### src/rtl/mul_pkg.sv
// rtl/mul_pkg.sv - shared types and constants for the RV32M multiply issue path
package mul_pkg;

    typedef enum logic [1:0] {
        MUL    = 2'b00,
        MULH   = 2'b01,
        MULHSU = 2'b10,
        MULHU  = 2'b11
    } mul_op_e;

    localparam int MUL_DEFAULT_LAT = 2;
    // Tags up to this width ride the shadow pipe; wider TAG_W values are truncated.
    localparam int MUL_MAX_TAG_W   = 16;

    typedef struct packed {
        logic                     valid;
        mul_op_e                  op;
        logic [MUL_MAX_TAG_W-1:0] tag;
    } mul_meta_t;

    function automatic logic [32:0] mul_ext(input logic [31:0] v, input logic sgn);
        return {sgn & v[31], v};
    endfunction

endpackage

### src/rtl/mul_resp_fifo.sv
// rtl/mul_resp_fifo.sv - in-order sync FIFO with occupancy counter, flush and registered head
module mul_resp_fifo #(
    parameter int WIDTH = 37,
    parameter int DEPTH = 4
) (
    input  logic             clk,
    input  logic             rst_n,
    input  logic             flush,
    input  logic             s_tvalid,
    input  logic [WIDTH-1:0] s_tdata,
    output logic             m_tvalid,
    input  logic             m_tready,
    output logic [WIDTH-1:0] m_tdata
);

    localparam int PTR_W = (DEPTH > 1) ? $clog2(DEPTH) : 1;
    localparam int CNT_W = $clog2(DEPTH + 1);

    logic [WIDTH-1:0] mem [DEPTH];
    logic [PTR_W-1:0] wr_ptr;
    logic [PTR_W-1:0] rd_ptr;
    logic [CNT_W-1:0] count;
    logic             full;
    logic             push;
    logic             pop;

    function automatic logic [PTR_W-1:0] next_ptr(input logic [PTR_W-1:0] p);
        return (p == PTR_W'(DEPTH - 1)) ? '0 : p + PTR_W'(1);
    endfunction

    assign full     = (count == CNT_W'(DEPTH));
    assign m_tvalid = (count != '0);
    assign m_tdata  = mem[rd_ptr];
    assign push     = s_tvalid & ~full;
    assign pop      = m_tvalid & m_tready;

    always_ff @(posedge clk or negedge rst_n) begin
        if (!rst_n) begin
            wr_ptr <= '0;
            rd_ptr <= '0;
            count  <= '0;
            for (int i = 0; i < DEPTH; i++) begin
                mem[i] <= '0;
            end
        end else if (flush) begin
            wr_ptr <= '0;
            rd_ptr <= '0;
            count  <= '0;
        end else begin
            if (push) begin
                mem[wr_ptr] <= s_tdata;
                wr_ptr      <= next_ptr(wr_ptr);
            end
            if (pop) begin
                rd_ptr <= next_ptr(rd_ptr);
            end
            case ({push, pop})
                2'b10:   count <= count + CNT_W'(1);
                2'b01:   count <= count - CNT_W'(1);
                default: count <= count;
            endcase
        end
    end

    // Issue credits guarantee room; a push into a full FIFO means the credit math broke.
    assert property (@(posedge clk) disable iff (!rst_n) !(s_tvalid && full && !flush));

endmodule

### src/rtl/mul_issue_ctrl.sv
// rtl/mul_issue_ctrl.sv - RV32M multiply issue/writeback control; MUL_PERF_CNT_EN adds perf counters
module mul_issue_ctrl
    import mul_pkg::*;
#(
    parameter int MULT_LAT  = MUL_DEFAULT_LAT,
    parameter int OUT_DEPTH = 4,
    parameter int TAG_W     = 5
) (
    input  logic             clk,
    input  logic             rst_n,
    input  logic             req_valid,
    output logic             req_ready,
    input  logic [1:0]       req_op,
    input  logic [31:0]      req_rs1,
    input  logic [31:0]      req_rs2,
    input  logic [TAG_W-1:0] req_tag,
    input  logic             flush,
    output logic [32:0]      mult_a,
    output logic [32:0]      mult_b,
    output logic             mult_tc,
    input  logic [65:0]      mult_product,
    output logic             resp_valid,
    input  logic             resp_ready,
    output logic [31:0]      resp_data,
    output logic [TAG_W-1:0] resp_tag
`ifdef MUL_PERF_CNT_EN
    ,
    output logic [31:0]      perf_ops,
    output logic [31:0]      perf_stall
`endif
);

    localparam int CNT_W = $clog2(OUT_DEPTH + 1);
    localparam int ENT_W = 32 + TAG_W;

    mul_op_e                  op;
    logic                     fire;
    logic                     pop;
    logic                     push;
    logic [CNT_W-1:0]         credit_cnt;
    mul_meta_t                pipe [MULT_LAT];
    mul_meta_t                last;
    logic [ENT_W-1:0]         push_data;
    logic [ENT_W-1:0]         head_data;
    logic [MUL_MAX_TAG_W+1:0] unused_meta;

    assign op        = mul_op_e'(req_op);
    assign req_ready = rst_n & (credit_cnt < CNT_W'(OUT_DEPTH));
    assign fire      = req_valid & req_ready & ~flush;
    assign pop       = resp_valid & resp_ready & ~flush;
    assign mult_tc   = 1'b1;

    always_comb begin
        mult_a = '0;
        mult_b = '0;
        if (fire) begin
            mult_a = mul_ext(req_rs1, op != MULHU);
            mult_b = mul_ext(req_rs2, (op == MUL) || (op == MULH));
        end
    end

    // Shadow pipe mirrors the multiplier so the op/tag line up with its product.
    always_ff @(posedge clk or negedge rst_n) begin
        if (!rst_n) begin
            for (int i = 0; i < MULT_LAT; i++) begin
                pipe[i] <= '0;
            end
        end else begin
            pipe[0].valid <= fire;
            pipe[0].op    <= op;
            pipe[0].tag   <= MUL_MAX_TAG_W'(req_tag);
            for (int i = 1; i < MULT_LAT; i++) begin
                pipe[i] <= pipe[i-1];
            end
            if (flush) begin
                for (int i = 0; i < MULT_LAT; i++) begin
                    pipe[i].valid <= 1'b0;
                end
            end
        end
    end

    assign last        = pipe[MULT_LAT-1];
    assign push        = last.valid & ~flush;
    assign push_data   = {(last.op == MUL) ? mult_product[31:0] : mult_product[63:32],
                          last.tag[TAG_W-1:0]};
    assign unused_meta = {mult_product[65:64], last.tag};

    // Credits cover in-flight plus buffered ops, so the FIFO can never overflow.
    always_ff @(posedge clk or negedge rst_n) begin
        if (!rst_n) begin
            credit_cnt <= '0;
        end else if (flush) begin
            credit_cnt <= '0;
        end else if (fire && !pop) begin
            credit_cnt <= credit_cnt + CNT_W'(1);
        end else if (pop && !fire) begin
            credit_cnt <= credit_cnt - CNT_W'(1);
        end
    end

    mul_resp_fifo #(
        .WIDTH (ENT_W),
        .DEPTH (OUT_DEPTH)
    ) u_resp_fifo (
        .clk      (clk),
        .rst_n    (rst_n),
        .flush    (flush),
        .s_tvalid (push),
        .s_tdata  (push_data),
        .m_tvalid (resp_valid),
        .m_tready (resp_ready),
        .m_tdata  (head_data)
    );

    assign resp_data = head_data[ENT_W-1:TAG_W];
    assign resp_tag  = head_data[TAG_W-1:0];

`ifdef MUL_PERF_CNT_EN
    always_ff @(posedge clk or negedge rst_n) begin
        if (!rst_n) begin
            perf_ops   <= '0;
            perf_stall <= '0;
        end else begin
            if (fire) begin
                perf_ops <= perf_ops + 32'd1;
            end
            if (req_valid && !req_ready) begin
                perf_stall <= perf_stall + 32'd1;
            end
        end
    end
`endif

endmodule

### config.mk
export PLATFORM = sky130hd
export DESIGN_NAME = mul_issue_ctrl
export DESIGN_NICKNAME = d
export VERILOG_FILES = /design/src/rtl/mul_pkg.sv /design/src/rtl/mul_resp_fifo.sv /design/src/rtl/mul_issue_ctrl.sv
export SDC_FILE = /design/constraint.sdc
export NUM_CORES = 1
export LEC_CHECK = 0
export ABC_AREA = 0
export BUFFER_PORTS_ARGS = -buffer_cell sky130_fd_sc_hd__buf_2
export CAP_MARGIN = 0
export CORE_UTILIZATION = 45
export CTS_CLUSTER_DIAMETER = 80
export CTS_CLUSTER_SIZE = 40
export DETAILED_ROUTE_END_ITERATION = 12
export GPL_TIMING_DRIVEN = 0
export HOLD_SLACK_MARGIN = 0.1
export PLACE_DENSITY = 0.82
export SYNTH_ARGS = -nofsm -noshare
export SYNTH_HDL_FRONTEND = slang
export SYNTH_SLANG_ARGS = --single-unit
### constraint.sdc
create_clock -name clk -period 2.1 [get_ports clk]
set_input_delay 0.315 -clock clk [delete_from_list [all_inputs] [get_ports clk]]
set_output_delay 0.315 -clock clk [all_outputs]
set_load 0.02 [all_outputs]
==> flow_results.xml <==
<?xml version="1.0" encoding="UTF-8"?>
<metrics>
  <group name="outcome">
    <metric name="run_status" unit="">complete, but fails checks</metric>
    <metric name="violations" unit="">negative setup slack</metric>
  </group>
  <group name="critical_path">
    <metric name="critPathKind" unit="">reg -&gt; out</metric>
    <metric name="end_kind" unit="">primary output</metric>
    <metric name="cp_data_arrival_time" unit="ns">1.81</metric>
    <metric name="cp_slowest_stage_delay" unit="ns">0.53</metric>
    <metric name="cp_slowest_cell" unit="">mux4_2</metric>
    <metric name="path_cells" unit="">buf_12 &gt; buf_12 &gt; mux4_2 &gt; buf_6</metric>
    <metric name="type_of_origin_of_the_critical_path" unit="">flop</metric>
    <metric name="data_required_time_of_the_worst_path" unit="ns">1.78</metric>
    <metric name="crit_path_max_fanout" unit="">5</metric>
    <metric name="crit_top_cell" unit="">buf_12</metric>
  </group>
  <group name="synthesis">
    <metric name="syn-cell-area" unit="µm²">8253</metric>
    <metric name="synthesis.instances" unit="">716</metric>
    <metric name="synth.yosys.seq_area_share" unit="%">52.76</metric>
    <metric name="synth-edff-count" unit="">0</metric>
    <metric name="synth_nets" unit="">864</metric>
    <metric name="ys.warnings.count" unit="">0</metric>
    <metric name="post_synth.cell_area_avg" unit="µm²">11.53</metric>
    <metric name="proportion_of_register_bits_with_asynchronous_set_or_reset_after_synthesis" unit="%">100.0</metric>
    <metric name="synth_ff_type" unit="">dfrtp_1</metric>
    <metric name="synth_unique_cells" unit="">40</metric>
    <metric name="synth_seq_cells" unit="">174</metric>
  </group>
  <group name="layout">
    <metric name="n_fill_cell" unit="">1403</metric>
    <metric name="finalInstanceArea" unit="µm²">11140</metric>
    <metric name="drive_above_1_share" unit="%">39.53</metric>
    <metric name="final_core_utilization" unit="%">62.00</metric>
    <metric name="antenna-diode-count" unit="">0</metric>
    <metric name="areaGrowthSynthToFinish" unit="%">34.95</metric>
    <metric name="final_nets" unit="">1153</metric>
    <metric name="instances_no_fill" unit="">1246</metric>
  </group>
  <group name="routing">
    <metric name="vias" unit="">6730</metric>
    <metric name="average_wire_per_standard_cell" unit="µm">18.63</metric>
    <metric name="postRouteAntennaNets" unit="">0</metric>
    <metric name="post_drt_via_cell_ratio" unit="">5.401</metric>
    <metric name="detailedRoute.firstIterationViolations" unit="">500</metric>
    <metric name="drcViolationCount" unit="">0</metric>
    <metric name="first_pass_iters" unit="">5</metric>
    <metric name="routed_wl" unit="mm">23.21</metric>
  </group>
  <group name="global_route">
    <metric name="grtUsageTotal" unit="%">24.82</metric>
    <metric name="grt.overflow.total" unit="">0</metric>
    <metric name="grt_max_degree" unit="">112</metric>
    <metric name="number_of_antenna_violations_at_the_first_check_in_global_routing" unit="">1</metric>
    <metric name="grt_first_pass_wirelength" unit="mm">34.91</metric>
    <metric name="grt_pass1_vias" unit="">6689</metric>
  </group>
  <group name="clocking">
    <metric name="cts.root.buffer_cell" unit="">clkbuf_16</metric>
    <metric name="htreeDepth" unit="">4</metric>
    <metric name="ctsLongestPathBuffers" unit="">2</metric>
    <metric name="tritoncts" unit="">built</metric>
    <metric name="cts_num_sinks" unit="">174</metric>
    <metric name="clk_latency" unit="ns">0.44</metric>
    <metric name="cts_made_buffers" unit="">17</metric>
    <metric name="clk_transition_reported_paths" unit="ns">0.06</metric>
  </group>
  <group name="floorplanning">
    <metric name="initial_core_util" unit="%">45.94</metric>
    <metric name="core_footprint" unit="µm²">17960</metric>
    <metric name="die_width" unit="µm">137.4</metric>
    <metric name="fp.dieH" unit="µm">137.4</metric>
    <metric name="standard_cell_row_count" unit="">49</metric>
    <metric name="floorplan.die_area" unit="µm²">18890</metric>
    <metric name="io-pin-count" unit="">248</metric>
  </group>
  <group name="timing">
    <metric name="number_of_max_slew_violations_in_the_final_report" unit="">0</metric>
    <metric name="fmaxAchievable" unit="MHz">470.7</metric>
    <metric name="fin_crit" unit="ns">2.124</metric>
    <metric name="share_of_the_clock_period_used_by_the_worst_path_after_layout" unit="%">101.2</metric>
    <metric name="hold_violations" unit="">0</metric>
    <metric name="slew_of_the_pin_with_the_lowest_slew_margin" unit="ns">0.6216</metric>
    <metric name="final_clock_skew" unit="ns">0.01268</metric>
    <metric name="timing.final.setup_violations" unit="">15</metric>
    <metric name="max_slew_margin" unit="%">58.56</metric>
    <metric name="post-route-worst-setup-slack" unit="ns">-0.02449</metric>
    <metric name="setup_repair_after_global_routing_missed_its_margin" unit="">true</metric>
  </group>
  <group name="power">
    <metric name="internal-power" unit="µW">6812</metric>
    <metric name="seq_power_share" unit="%">41.0</metric>
    <metric name="powerDensity" unit="nW/µm²">850.4</metric>
    <metric name="comb_power_share" unit="%">25.7</metric>
    <metric name="irDropWorstVdd" unit="µV">717.1</metric>
    <metric name="power.total" unit="µW">9471</metric>
    <metric name="power.clock.fraction" unit="%">33.3</metric>
    <metric name="switchingPower" unit="µW">2659</metric>
    <metric name="power_leakage" unit="µW">0.005406</metric>
    <metric name="p_sw_share" unit="%">28.08</metric>
  </group>
  <group name="worst_hold_path">
    <metric name="min-delay-path-class" unit="">in -&gt; reg</metric>
  </group>
  <group name="run">
    <metric name="maxCapViolations" unit="">0</metric>
  </group>
  <group name="placed_design">
    <metric name="detailed_place_hpwl" unit="mm">15.27</metric>
    <metric name="placed_cells" unit="">1190</metric>
    <metric name="gp_weighted_congestion" unit="">0.8638</metric>
    <metric name="dpl_worst_slack" unit="ns">-0.4768</metric>
    <metric name="dp_area" unit="µm²">9798</metric>
    <metric name="buffer_ports.inserted" unit="">244</metric>
  </group>
</metrics>
[critical path: cells and delay by family, from the launching register on]
family | cells | cell delay [ns]
mux | 1 | 0.53
buf+inv | 3 | 0.43
flops | 1 | 0.41
[registers in the layout (all words and copies together), names as in the netlist]
| register | count |
|---|---|
| credit_cnt | 3 |
| last | 8 |
| u_resp_fifo.wr_ptr | 2 |
| pipe | 8 |
| u_resp_fifo.count | 3 |
| u_resp_fifo.mem | 148 |
| u_resp_fifo.rd_ptr | 2 |
[stage by stage]
stage	hold slack, ns	setup TNS [ns]
floorplan	0.01941	0
global placement	0.3313	-567.62
detailed placement	0.2957	-24.73
CTS	0.1318	-0.7591
global route	0.1422	-1.667
finish	0.1431	-0.1536
[power groups by stage]
stage / Sequential [µW] / Clock, µW / Combinational (µW)
floorplan: 3870 / 0 / 1290
global placement: 3910 / 0 / 1880
detailed placement: 3930 / 0 / 1930
CTS: 3870 / 3190 / 2110
global route: 3920 / 3320 / 2630
finish: 3880 / 3160 / 2430
[metal layers]
metal	vias to the layer above	track usage [%]	part of all wire, %
met5	-	0	0
met4	0	7.631	1.6
met3	31	5.592	5.8
met2	288	44.58	54
met1	3360	29.37	38
li1	3051	-	-
[path summary, 6_finish.rpt]
kind,startpoint,endpoint,slack [ns],cells past startpoint
max,u_resp_fifo.rd_ptr[0]$_DFFE_PN0P_,resp_data[1],-0.02,4
min,flush,last[18]$_DFF_PN0_,0.14,2
max reg2reg,last[17]$_DFF_PN0_,u_resp_fifo.mem[88]$_DFFE_PN0P_,0.09,4
min reg2reg,pipe[22]$_DFF_PN0_,last[3]$_DFF_PN0_,0.35,0
max in group asynchronous,rst_n,u_resp_fifo.mem[44]$_DFFE_PN0P_,0.80,4
min in group asynchronous,rst_n,u_resp_fifo.mem[146]$_DFFE_PN0P_,0.47,2
[final cells by class]
| type | count | area [µm²] | area share [%] |
|---|---|---|---|
| Tap cell | 229 | 286.5 | 2.573 |
| Multi-Input combinational cell | 483 | 3545 | 31.83 |
| Inverter | 4 | 15.01 | 0.1348 |
| Clock buffer | 23 | 478.0 | 4.292 |
| Sequential cell | 174 | 4357 | 39.12 |
| Clock inverter | 8 | 103.9 | 0.9325 |
| Buffer | 54 | 464.2 | 4.168 |
| Timing Repair Buffer | 271 | 1888 | 16.95 |
[cell families (layout without fill, tap and decap cells)]
| kind of cell | after synthesis | in the layout | synth area share (%) |
|---|---|---|---|
| AND/OR/NAND/NOR | 235 | 235 | 14.13 |
| AO/OA/AOI/OAI | 145 | 145 | 9.203 |
| multiplexers | 90 | 90 | 17.37 |
| flip-flops | 174 | 174 | 52.76 |
| adder cells (fa/ha/maj) | 6 | 6 | 1.092 |
| XOR/XNOR | 6 | 6 | 0.7279 |
| other | 1 | 1 | 0.04544 |
| buffers and inverters | 59 | 360 | 4.670 |
[synthesized netlist by cell type (2+ instances only)]
master	number	area, µm²
nor2_1	142	533.0
nand3b_1	3	22.52
buf_6	19	214.0
nor3_1	4	20.02
xor2_1	2	17.52
xnor2_1	3	26.28
o21a_1	2	15.01
a211oi_1	2	15.01
mux2_4	12	180.2
nand2_1	4	15.01
nor2b_1	3	18.77
ha_1	4	50.05
mux2i_1	33	330.3
nor3b_4	5	93.84
buf_1	3	11.26
dfrtp_1	174	4354
mux4_2	37	833.3
clkbuf_1	22	82.58
inv_1	4	15.01
and2_1	64	400.4
buf_4	3	22.52
a31oi_1	3	18.77
buf_2	8	40.04
a21oi_1	131	655.6
mux2_2	8	90.09
nand2b_1	6	37.54
fa_1	2	40.04
[placed cells by master, fill, tap and decap left out, types with 2 or more instances in the layout]
cell type	netlist	layout
bufinv_16	0	2
nand2_1	4	4
clkbuf_8	0	4
o21a_1	2	2
mux4_2	37	37
inv_6	0	3
clkbuf_16	0	19
dfrtp_1	174	172
fa_1	2	2
and2_4	0	4
nor3b_4	5	5
nand3b_1	3	3
a31oi_1	3	3
mux2_4	12	12
buf_2	8	200
buf_6	19	59
nor2_1	142	141
buf_16	0	4
xnor2_1	3	3
dlygate4sd3_1	0	9
buf_12	0	7
mux2i_1	33	32
nor3_1	4	3
and2_1	64	60
a211oi_1	2	2
clkbuf_1	22	18
clkbuf_2	0	2
nand2b_1	6	6
inv_1	4	4
nor2b_1	3	3
ha_1	4	4
mux2_2	8	8
dfrtp_2	0	2
buf_4	3	24
a21oi_1	131	131
xor2_1	2	2
clkinv_2	0	2
[repair_timing]
| action | 4_1_cts | 5_1_grt |
|---|---|---|
| resized for setup | 60 | 81 |
| pin swaps | 2 | 1 |
| hold buffers | 10 | 0 |
| setup endpoints to repair | 163 | 102 |
| setup buffers | 7 | 3 |
| endpoints found under the hold margin | 71 | 0 |
| cloned | 4 | 2 |
(Power assumes the default switching activity.)
